File: src/rtl/instr_loader_pkg.sv
`default_nettype none
// +----------------------------------------------------------------------+
// | instr_loader_pkg : shared sizes and state encoding for instr_loader  |
// | Rev 1.0                                                              |
// +----------------------------------------------------------------------+
package instr_loader_pkg;

    localparam int INSTR_WRITE_WIDTH     = 32;
    localparam int LOG_WRITE_WINDOW_SIZE = 2;

    localparam int WIN_BYTES = INSTR_WRITE_WIDTH / 8;
    localparam int LOG_WIN   = LOG_WRITE_WINDOW_SIZE;
    localparam int CNT_WIDTH = 11;
    localparam int MAX_BYTES = 1024;

    typedef enum logic [2:0] {
        ST_IDLE  = 3'd0,
        ST_FILL  = 3'd1,
        ST_WRITE = 3'd2,
        ST_DONE  = 3'd3,
        ST_ERR   = 3'd4
    } loader_state_t;

endpackage
`default_nettype wire

File: src/rtl/instr_loader_if.sv
`default_nettype none
// +----------------------------------------------------------------------+
// | instr_loader_if : byte-stream input and memory write-port bundle     |
// | Rev 1.0                                                              |
// +----------------------------------------------------------------------+
interface instr_loader_if #(
    parameter int WIN_BYTES = instr_loader_pkg::WIN_BYTES,
    parameter int LOG_WIN   = instr_loader_pkg::LOG_WIN
);
    logic                   i_byte_vld;
    logic [7:0]             i_byte;
    logic                   i_byte_last;
    logic                   o_byte_rdy;
    logic                   i_wr_rdy;
    logic                   o_we;
    logic [WIN_BYTES*8-1:0] o_wr_data;
    logic [LOG_WIN-1:0]     o_write_pointer_shift_minusone;

    // Loader side
    modport master (
        input  i_byte_vld, i_byte, i_byte_last, i_wr_rdy,
        output o_byte_rdy, o_we, o_wr_data, o_write_pointer_shift_minusone
    );

    // Byte source / memory side
    modport slave (
        output i_byte_vld, i_byte, i_byte_last, i_wr_rdy,
        input  o_byte_rdy, o_we, o_wr_data, o_write_pointer_shift_minusone
    );
endinterface
`default_nettype wire

File: src/rtl/instr_loader_cksum.sv
`default_nettype none
// +----------------------------------------------------------------------+
// | loader_cksum : mod-256 running sum of payload bytes with compare     |
// | Rev 1.0                                                              |
// +----------------------------------------------------------------------+
module loader_cksum
    import instr_loader_pkg::*;
(
    input  wire logic       clk,
    input  wire logic       rst,
    input  wire logic       i_clr,
    input  wire logic       i_add,
    input  wire logic [7:0] i_byte,
    output logic            o_match
);
    logic [7:0] r_sum;

    always_ff @(posedge clk or posedge rst) begin
        if (rst) begin
            r_sum <= '0;
        end else if (i_clr) begin
            r_sum <= '0;
        end else if (i_add) begin
            r_sum <= r_sum + i_byte;
        end
    end

    assign o_match = (r_sum == i_byte);
endmodule
`default_nettype wire

File: src/rtl/instr_loader.sv
`default_nettype none
// +----------------------------------------------------------------------+
// | instr_loader : packs a program byte stream into instruction-memory   |
// | write windows. Optional checksum trailer: LOADER_CKSUM_EN.           |
// | Rev 1.0                                                              |
// +----------------------------------------------------------------------+
module instr_loader
    import instr_loader_pkg::*;
#(
    parameter int WIN_BYTES = instr_loader_pkg::WIN_BYTES,
    parameter int LOG_WIN   = instr_loader_pkg::LOG_WIN,
    parameter int CNT_WIDTH = instr_loader_pkg::CNT_WIDTH,
    parameter int MAX_BYTES = instr_loader_pkg::MAX_BYTES
) (
    input  wire logic              clk,
    input  wire logic              rst,
    input  wire logic              i_start,
    instr_loader_if.master         bus,
    output logic                   o_load_done,
    output logic                   o_load_err,
    output logic [CNT_WIDTH-1:0]   o_byte_count
);
    localparam logic [LOG_WIN:0]   c_win     = (LOG_WIN+1)'(WIN_BYTES);
    localparam logic [LOG_WIN:0]   c_one     = (LOG_WIN+1)'(1);
    localparam logic [CNT_WIDTH-1:0] c_max   = CNT_WIDTH'(MAX_BYTES);
    localparam logic [CNT_WIDTH-1:0] c_cnt_one = CNT_WIDTH'(1);

    loader_state_t          r_state;
    loader_state_t          w_state_nxt;
    logic [LOG_WIN:0]       r_cnt;
    logic [WIN_BYTES*8-1:0] r_window;
    logic                   r_last;
    logic                   r_err;
    logic                   r_cks_bad;
    logic [CNT_WIDTH-1:0]   r_count;

    logic                   w_is_cks;
    logic                   w_cks_match;
    logic                   w_byte_rdy;
    logic                   w_take;
    logic                   w_take_pay;
    logic                   w_take_cks;
    logic                   w_cks_bad;
    logic                   w_hs;
    logic                   w_arm;
    logic [LOG_WIN-1:0]     w_lane;

`ifdef LOADER_CKSUM_EN
    // The trailing byte is the checksum; it is compared, never stored or counted.
    assign w_is_cks = bus.i_byte_last;

    loader_cksum u_cksum (
        .clk     (clk),
        .rst     (rst),
        .i_clr   (w_arm),
        .i_add   (w_take_pay),
        .i_byte  (bus.i_byte),
        .o_match (w_cks_match)
    );
`else
    assign w_is_cks    = 1'b0;
    assign w_cks_match = 1'b1;
`endif

    assign w_arm      = i_start && (r_state == ST_IDLE || r_state == ST_DONE || r_state == ST_ERR);
    assign w_byte_rdy = (r_state == ST_FILL) && ((r_count != c_max) || w_is_cks);
    assign w_take     = w_byte_rdy && bus.i_byte_vld;
    assign w_take_pay = w_take && !w_is_cks;
    assign w_take_cks = w_take && w_is_cks;
    assign w_cks_bad  = w_take_cks && !w_cks_match;
    assign w_hs       = (r_state == ST_WRITE) && bus.i_wr_rdy;
    assign w_lane     = r_cnt[LOG_WIN-1:0];

    always_ff @(posedge clk or posedge rst) begin
        if (rst) begin
            r_state <= ST_IDLE;
        end else begin
            r_state <= w_state_nxt;
        end
    end

    always_comb begin
        w_state_nxt = r_state;
        case (r_state)
            ST_IDLE: begin
                if (i_start) w_state_nxt = ST_FILL;
            end
            ST_FILL: begin
                // A byte offered but refused in FILL can only mean capacity is exhausted.
                if (bus.i_byte_vld && !w_byte_rdy) begin
                    w_state_nxt = ST_ERR;
                end else if (w_take_cks) begin
                    w_state_nxt = (r_cnt == '0) ? ST_DONE : ST_WRITE;
                end else if (w_take_pay && (((r_cnt + c_one) == c_win) || bus.i_byte_last)) begin
                    w_state_nxt = ST_WRITE;
                end
            end
            ST_WRITE: begin
                if (w_hs) w_state_nxt = r_last ? ST_DONE : ST_FILL;
            end
            ST_DONE, ST_ERR: begin
                if (i_start) w_state_nxt = ST_FILL;
            end
            default: w_state_nxt = ST_IDLE;
        endcase
    end

    always_ff @(posedge clk or posedge rst) begin
        if (rst) begin
            r_cnt     <= '0;
            r_window  <= '0;
            r_last    <= 1'b0;
            r_err     <= 1'b0;
            r_cks_bad <= 1'b0;
            r_count   <= '0;
        end else if (w_arm) begin
            r_cnt     <= '0;
            r_window  <= '0;
            r_last    <= 1'b0;
            r_err     <= 1'b0;
            r_cks_bad <= 1'b0;
            r_count   <= '0;
        end else begin
            if (w_take_pay) begin
                r_window[32'(w_lane)*8 +: 8] <= bus.i_byte;
                r_cnt   <= r_cnt + c_one;
                r_count <= r_count + c_cnt_one;
                r_last  <= bus.i_byte_last;
            end
            if (w_take_cks) begin
                r_last    <= 1'b1;
                r_cks_bad <= w_cks_bad;
            end
            if (w_hs) begin
                r_cnt    <= '0;
                r_window <= '0;
            end
            // A bad checksum is reported only once the final window has been written.
            if ((w_state_nxt == ST_ERR) ||
                ((w_state_nxt == ST_DONE) && (r_cks_bad || w_cks_bad))) begin
                r_err <= 1'b1;
            end
        end
    end

    assign bus.o_byte_rdy = w_byte_rdy;
    assign bus.o_we       = (r_state == ST_WRITE);
    assign bus.o_wr_data  = (r_state == ST_WRITE) ? r_window : '0;
    assign bus.o_write_pointer_shift_minusone =
        (r_state == ST_WRITE) ? LOG_WIN'(r_cnt - c_one) : '0;

    assign o_load_done  = (r_state == ST_DONE);
    assign o_load_err   = r_err;
    assign o_byte_count = r_count;
endmodule
`default_nettype wire

File: src/flat_wrapper.sv
// flat-port wrapper written by rule: the top's interface ports become plain ports
module instr_loader_flat import instr_loader_pkg::*;
#(
    parameter int WIN_BYTES = instr_loader_pkg::WIN_BYTES,
    parameter int LOG_WIN   = instr_loader_pkg::LOG_WIN,
    parameter int CNT_WIDTH = instr_loader_pkg::CNT_WIDTH,
    parameter int MAX_BYTES = instr_loader_pkg::MAX_BYTES
)
  (clk, rst, i_start, o_load_done, o_load_err, o_byte_count, bus_i_byte_vld, bus_i_byte, bus_i_byte_last, bus_i_wr_rdy, bus_o_byte_rdy, bus_o_we, bus_o_wr_data, bus_o_write_pointer_shift_minusone);
  instr_loader_if #(.WIN_BYTES(WIN_BYTES), .LOG_WIN(LOG_WIN)) bus_i ();
  input  wire logic clk;
  input  wire logic rst;
  input  wire logic i_start;
  output logic o_load_done;
  output logic o_load_err;
  output logic [CNT_WIDTH-1:0] o_byte_count;
  input wire logic [$bits(bus_i.i_byte_vld)-1:0] bus_i_byte_vld;
  input wire logic [$bits(bus_i.i_byte)-1:0] bus_i_byte;
  input wire logic [$bits(bus_i.i_byte_last)-1:0] bus_i_byte_last;
  input wire logic [$bits(bus_i.i_wr_rdy)-1:0] bus_i_wr_rdy;
  output wire logic [$bits(bus_i.o_byte_rdy)-1:0] bus_o_byte_rdy;
  output wire logic [$bits(bus_i.o_we)-1:0] bus_o_we;
  output wire logic [$bits(bus_i.o_wr_data)-1:0] bus_o_wr_data;
  output wire logic [$bits(bus_i.o_write_pointer_shift_minusone)-1:0] bus_o_write_pointer_shift_minusone;
  assign bus_i.i_byte_vld = bus_i_byte_vld;
  assign bus_i.i_byte = bus_i_byte;
  assign bus_i.i_byte_last = bus_i_byte_last;
  assign bus_i.i_wr_rdy = bus_i_wr_rdy;
  assign bus_o_byte_rdy = bus_i.o_byte_rdy;
  assign bus_o_we = bus_i.o_we;
  assign bus_o_wr_data = bus_i.o_wr_data;
  assign bus_o_write_pointer_shift_minusone = bus_i.o_write_pointer_shift_minusone;
  instr_loader #(.WIN_BYTES(WIN_BYTES), .LOG_WIN(LOG_WIN), .CNT_WIDTH(CNT_WIDTH), .MAX_BYTES(MAX_BYTES)) u_core (.clk(clk), .rst(rst), .i_start(i_start), .bus(bus_i), .o_load_done(o_load_done), .o_load_err(o_load_err), .o_byte_count(o_byte_count));
endmodule
File: config.mk
export PLATFORM = sky130hd
export DESIGN_NAME = instr_loader_flat
export DESIGN_NICKNAME = d
export VERILOG_FILES = /design/src/rtl/instr_loader_pkg.sv /design/src/rtl/instr_loader_if.sv /design/src/rtl/instr_loader_cksum.sv /design/src/rtl/instr_loader.sv /design/src/flat_wrapper.sv
export SDC_FILE = /design/constraint.sdc
export NUM_CORES = 1
export LEC_CHECK = 0
export BUFFER_PORTS_ARGS = -buffer_cell sky130_fd_sc_hd__buf_2
export CAP_MARGIN = 20
export CORE_UTILIZATION = 25
export CTS_BUF_LIST = sky130_fd_sc_hd__clkbuf_8
export CTS_CLUSTER_SIZE = 25
export DETAILED_ROUTE_END_ITERATION = 12
export HOLD_SLACK_MARGIN = 0.1
export PLACE_DENSITY = 0.42
export SLEW_MARGIN = 10
export SYNTH_ARGS = -nofsm -noshare
export SYNTH_HDL_FRONTEND = slang
export SYNTH_HIERARCHICAL = 1
export SYNTH_SLANG_ARGS = --single-unit
File: constraint.sdc
create_clock -name clk -period 2.4 [get_ports clk]
set_input_delay 0.24 -clock clk [delete_from_list [all_inputs] [get_ports clk]]
set_output_delay 0.24 -clock clk [all_outputs]
set_load 0.03 [all_outputs]
==> out/results.tsv <==
metric	value	unit
outcome	finished, final reports clean	
largest net degree at the start of global routing	32	
initial core utilization	0.261	
Avg Inst Size Synth	10.8	µm²
Critical Path RT	2.65	ns
Synth Instances	254	
die width	107	µm
nets@finish	343	
die area	11400	µm²
fmax	446	MHz
htree depth	2	
Die Y	107	µm
clock sinks	51	
Placed Instance Area	3250	µm²
via count	2201	
critical path peak fanout	15	
Area Overhead vs Synth	22.3	%
Clock Latency Late Sink	0.31	ns
Final Cell Area	3360	µm²
row count	37	
clock-pin transition on the worst setup and hold timing paths	0.09	ns
Synth Register Bits	51	
Core ar.	10500	µm²
Slew HR	0.473	
post-synth top area cell	dfrtp_1	
io pins	63	
critical path type	flip-flop to flip-flop	
Avg WL per Cell	16.5	µm
total track usage	0.138	
RSZ-0062 raised after global routing	false	
Pwr Density	854	nW/µm²
final max-slew violation count	0	
vias in the first global route	2240	
post-route antenna net violation count	0	
hold slack	0.160	ns
starting DRC count in detailed routing	98	
skew final	0.0134	ns
switching power	0.00119	W
Max Root-Sink Buffers	2	
Sw Ratio	0.414	
CP Capture Type	flip-flop	
Final TNS setup	0	ns
share of cells above drive strength 1	0.328	
power consumption	0.00287	W
Synth Warn #	6	
VDD IR max	0.000237	V
final non-filler cell total	459	
grt ovf	0	
worst endpoint data arrival time	2.49	ns
top_reg_cell synth	dfrtp_1	
# DRC	0	
synth unique cells	53	
Leak Pwr	1.70	nW
vias per cell	4.80	
clk root buf	clkbuf_8	
CP startpoint kind	flip-flop	
register area share after synthesis	0.465	
EDFF count, synth	0	
combinational power share	0.422	
Cell Area, Synth	2750	µm²
ranking of synthesized cells by area	dfrtp_1 (46%), a22o_1 (8.0%), and2_1 (7.7%)	
ys async rst share	1.00	
Reg power frac	0.388	
worst-margin pin slew	0.784	ns
Syn Nets	275	
Clk pwr share	0.190	
1st-pass router iterations	4	
Pint	0.00168	W
first-pass GRT wire length	12200	µm
final count of hold timing violations	0	
Worst Hold Class	input port to flip-flop	
initial antenna violation count	0	
Max Cap Viol	0	
TritonCTS clock tree	done	
CTS Buf Count	5	
post-DP HPWL	5530	µm
Cells after DPL	450	
number of port buffers	62	
final setup fails	0	
Routed WL	7560	µm
post_cts resized	0	
fin crit period	2.24	ns
routability congestion estimate	0.739	
Yosys top cell area share	0.465	
period utilization	0.935	
ant diodes	0	
-- power by group through the flow --
stage	clock network (W)	registers [W]	logic, W
detailed placement	0	0.00113	0.00122
global placement	0	0.00113	0.00121
floorplan	0	0.00113	0.000839
CTS	0.000570	0.00111	0.00122
finish	0.000545	0.00111	0.00121
global route	0.000599	0.00114	0.00133
-- sequential cells by signal, indices dropped and copies added (netlist names) --
register             cells
u_core/o_byte_count     11
u_core/o_load_err        1
u_core/r_state           3
u_core/r_cnt             3
u_core/r_last            1
u_core/r_window         32
-- per-layer routing --
metal	vias up	global-route usage	wire, µm
li1	1074	-	-
met1	1084	0.205	3980
met2	37	0.208	3300
met3	6	0.0213	198
met4	0	0.0352	82
met5	-	0	0
-- final timing paths --
path | startpoint | to | slack (ns) | depth (start not counted)
worst max-delay path | u_core/o_byte_count[0] | u_core/r_window[0] | 0.16 | 6
worst min-delay path | bus_i_byte_last | u_core/r_last | 0.16 | 3
worst max register to register | u_core/o_byte_count[0] | u_core/r_window[0] | 0.16 | 6
worst min register to register | u_core/r_window[29] | u_core/r_window[29] | 0.50 | 1
max in group asynchronous | rst | u_core/r_cnt[1] | 1.32 | 4
min in group asynchronous | rst | u_core/r_window[16] | 0.50 | 3
-- cell families (layout without fill, tap and decap cells) --
group	Yosys count	count (layout)	synth area share
xor+xnor	5	5	0.0159
simple gates	102	102	0.240
buf+inv	24	93	0.0437
flops	51	51	0.465
compound gates	61	61	0.189
fa+ha+maj	7	7	0.0319
mux	4	4	0.0150
-- through the flow --
| step | worst slack, ns | util |
|---|---|---|
| 6_report | 0.156 | 0.320 |
| 5_1_grt | 0.0000411 | 0.320 |
| 4_1_cts | 0.133 | 0.320 |
| 3_5_place_dp | 0.160 | 0.309 |
| 3_3_place_gp | 0.211 | 0.309 |
| 2_1_floorplan | 0.0509 | - |
-- cells in the mapped netlist, types with 2 or more instances --
library cell and count:
nor2_1 8, nor3_1 2, ha_1 7, nor2b_1 2, a221o_1 2, nand4_1 4, nand3_1 6, a22o_1 25
o21a_1 2, a31oi_1 2, nor4_1 2, and4_1 2, xor2_1 4, inv_1 10, and2_1 34, nor4b_2 2
a21oi_1 6, clkbuf_1 7, nand2b_1 3, or4b_4 2, a211oi_2 2, nor4b_1 7, dfrtp_1 51, buf_2 3
mux2i_1 3, a31o_2 7, buf_6 3, o21ai_0 6, o31ai_1 2, nand2_1 15
-- placed cells by master (no fill, tap or decap), types with 4 or more instances in the layout --
cell,count
a21oi_1,6
a22o_1,25
a31o_2,7
and2_1,34
buf_2,62
buf_4,11
clkbuf_8,6
dfrtp_1,51
ha_1,7
inv_1,9
nand2_1,15
nand3_1,6
nand4_1,4
nor2_1,8
nor4b_1,7
o21ai_0,6
xor2_1,4
-- what timing repair did --
item	CTS	global route
endpoints found under the hold margin	20	0
setup buffers	0	0
hold buffers	1	0
-- critical path, cell delays in order (launching register included) --
cell and delay, ns:
dfrtp_1 0.44, inv_1 0.08, ha_1 0.16, or4b_4 0.49, o311a_4 0.45, or4b_1 0.48, nand2_1 0.08
-- cell type report --
cell class | count | area, µm²
inverter | 10 | 37.5
multi-input combinational | 179 | 1360
clock buffer | 6 | 82.6
sequential | 51 | 1280
tap | 136 | 170
fill | 1090 | 7150
clock inverter | 2 | 13.8
timing repair buffer | 75 | 423
(Power assumes the default switching activity.)
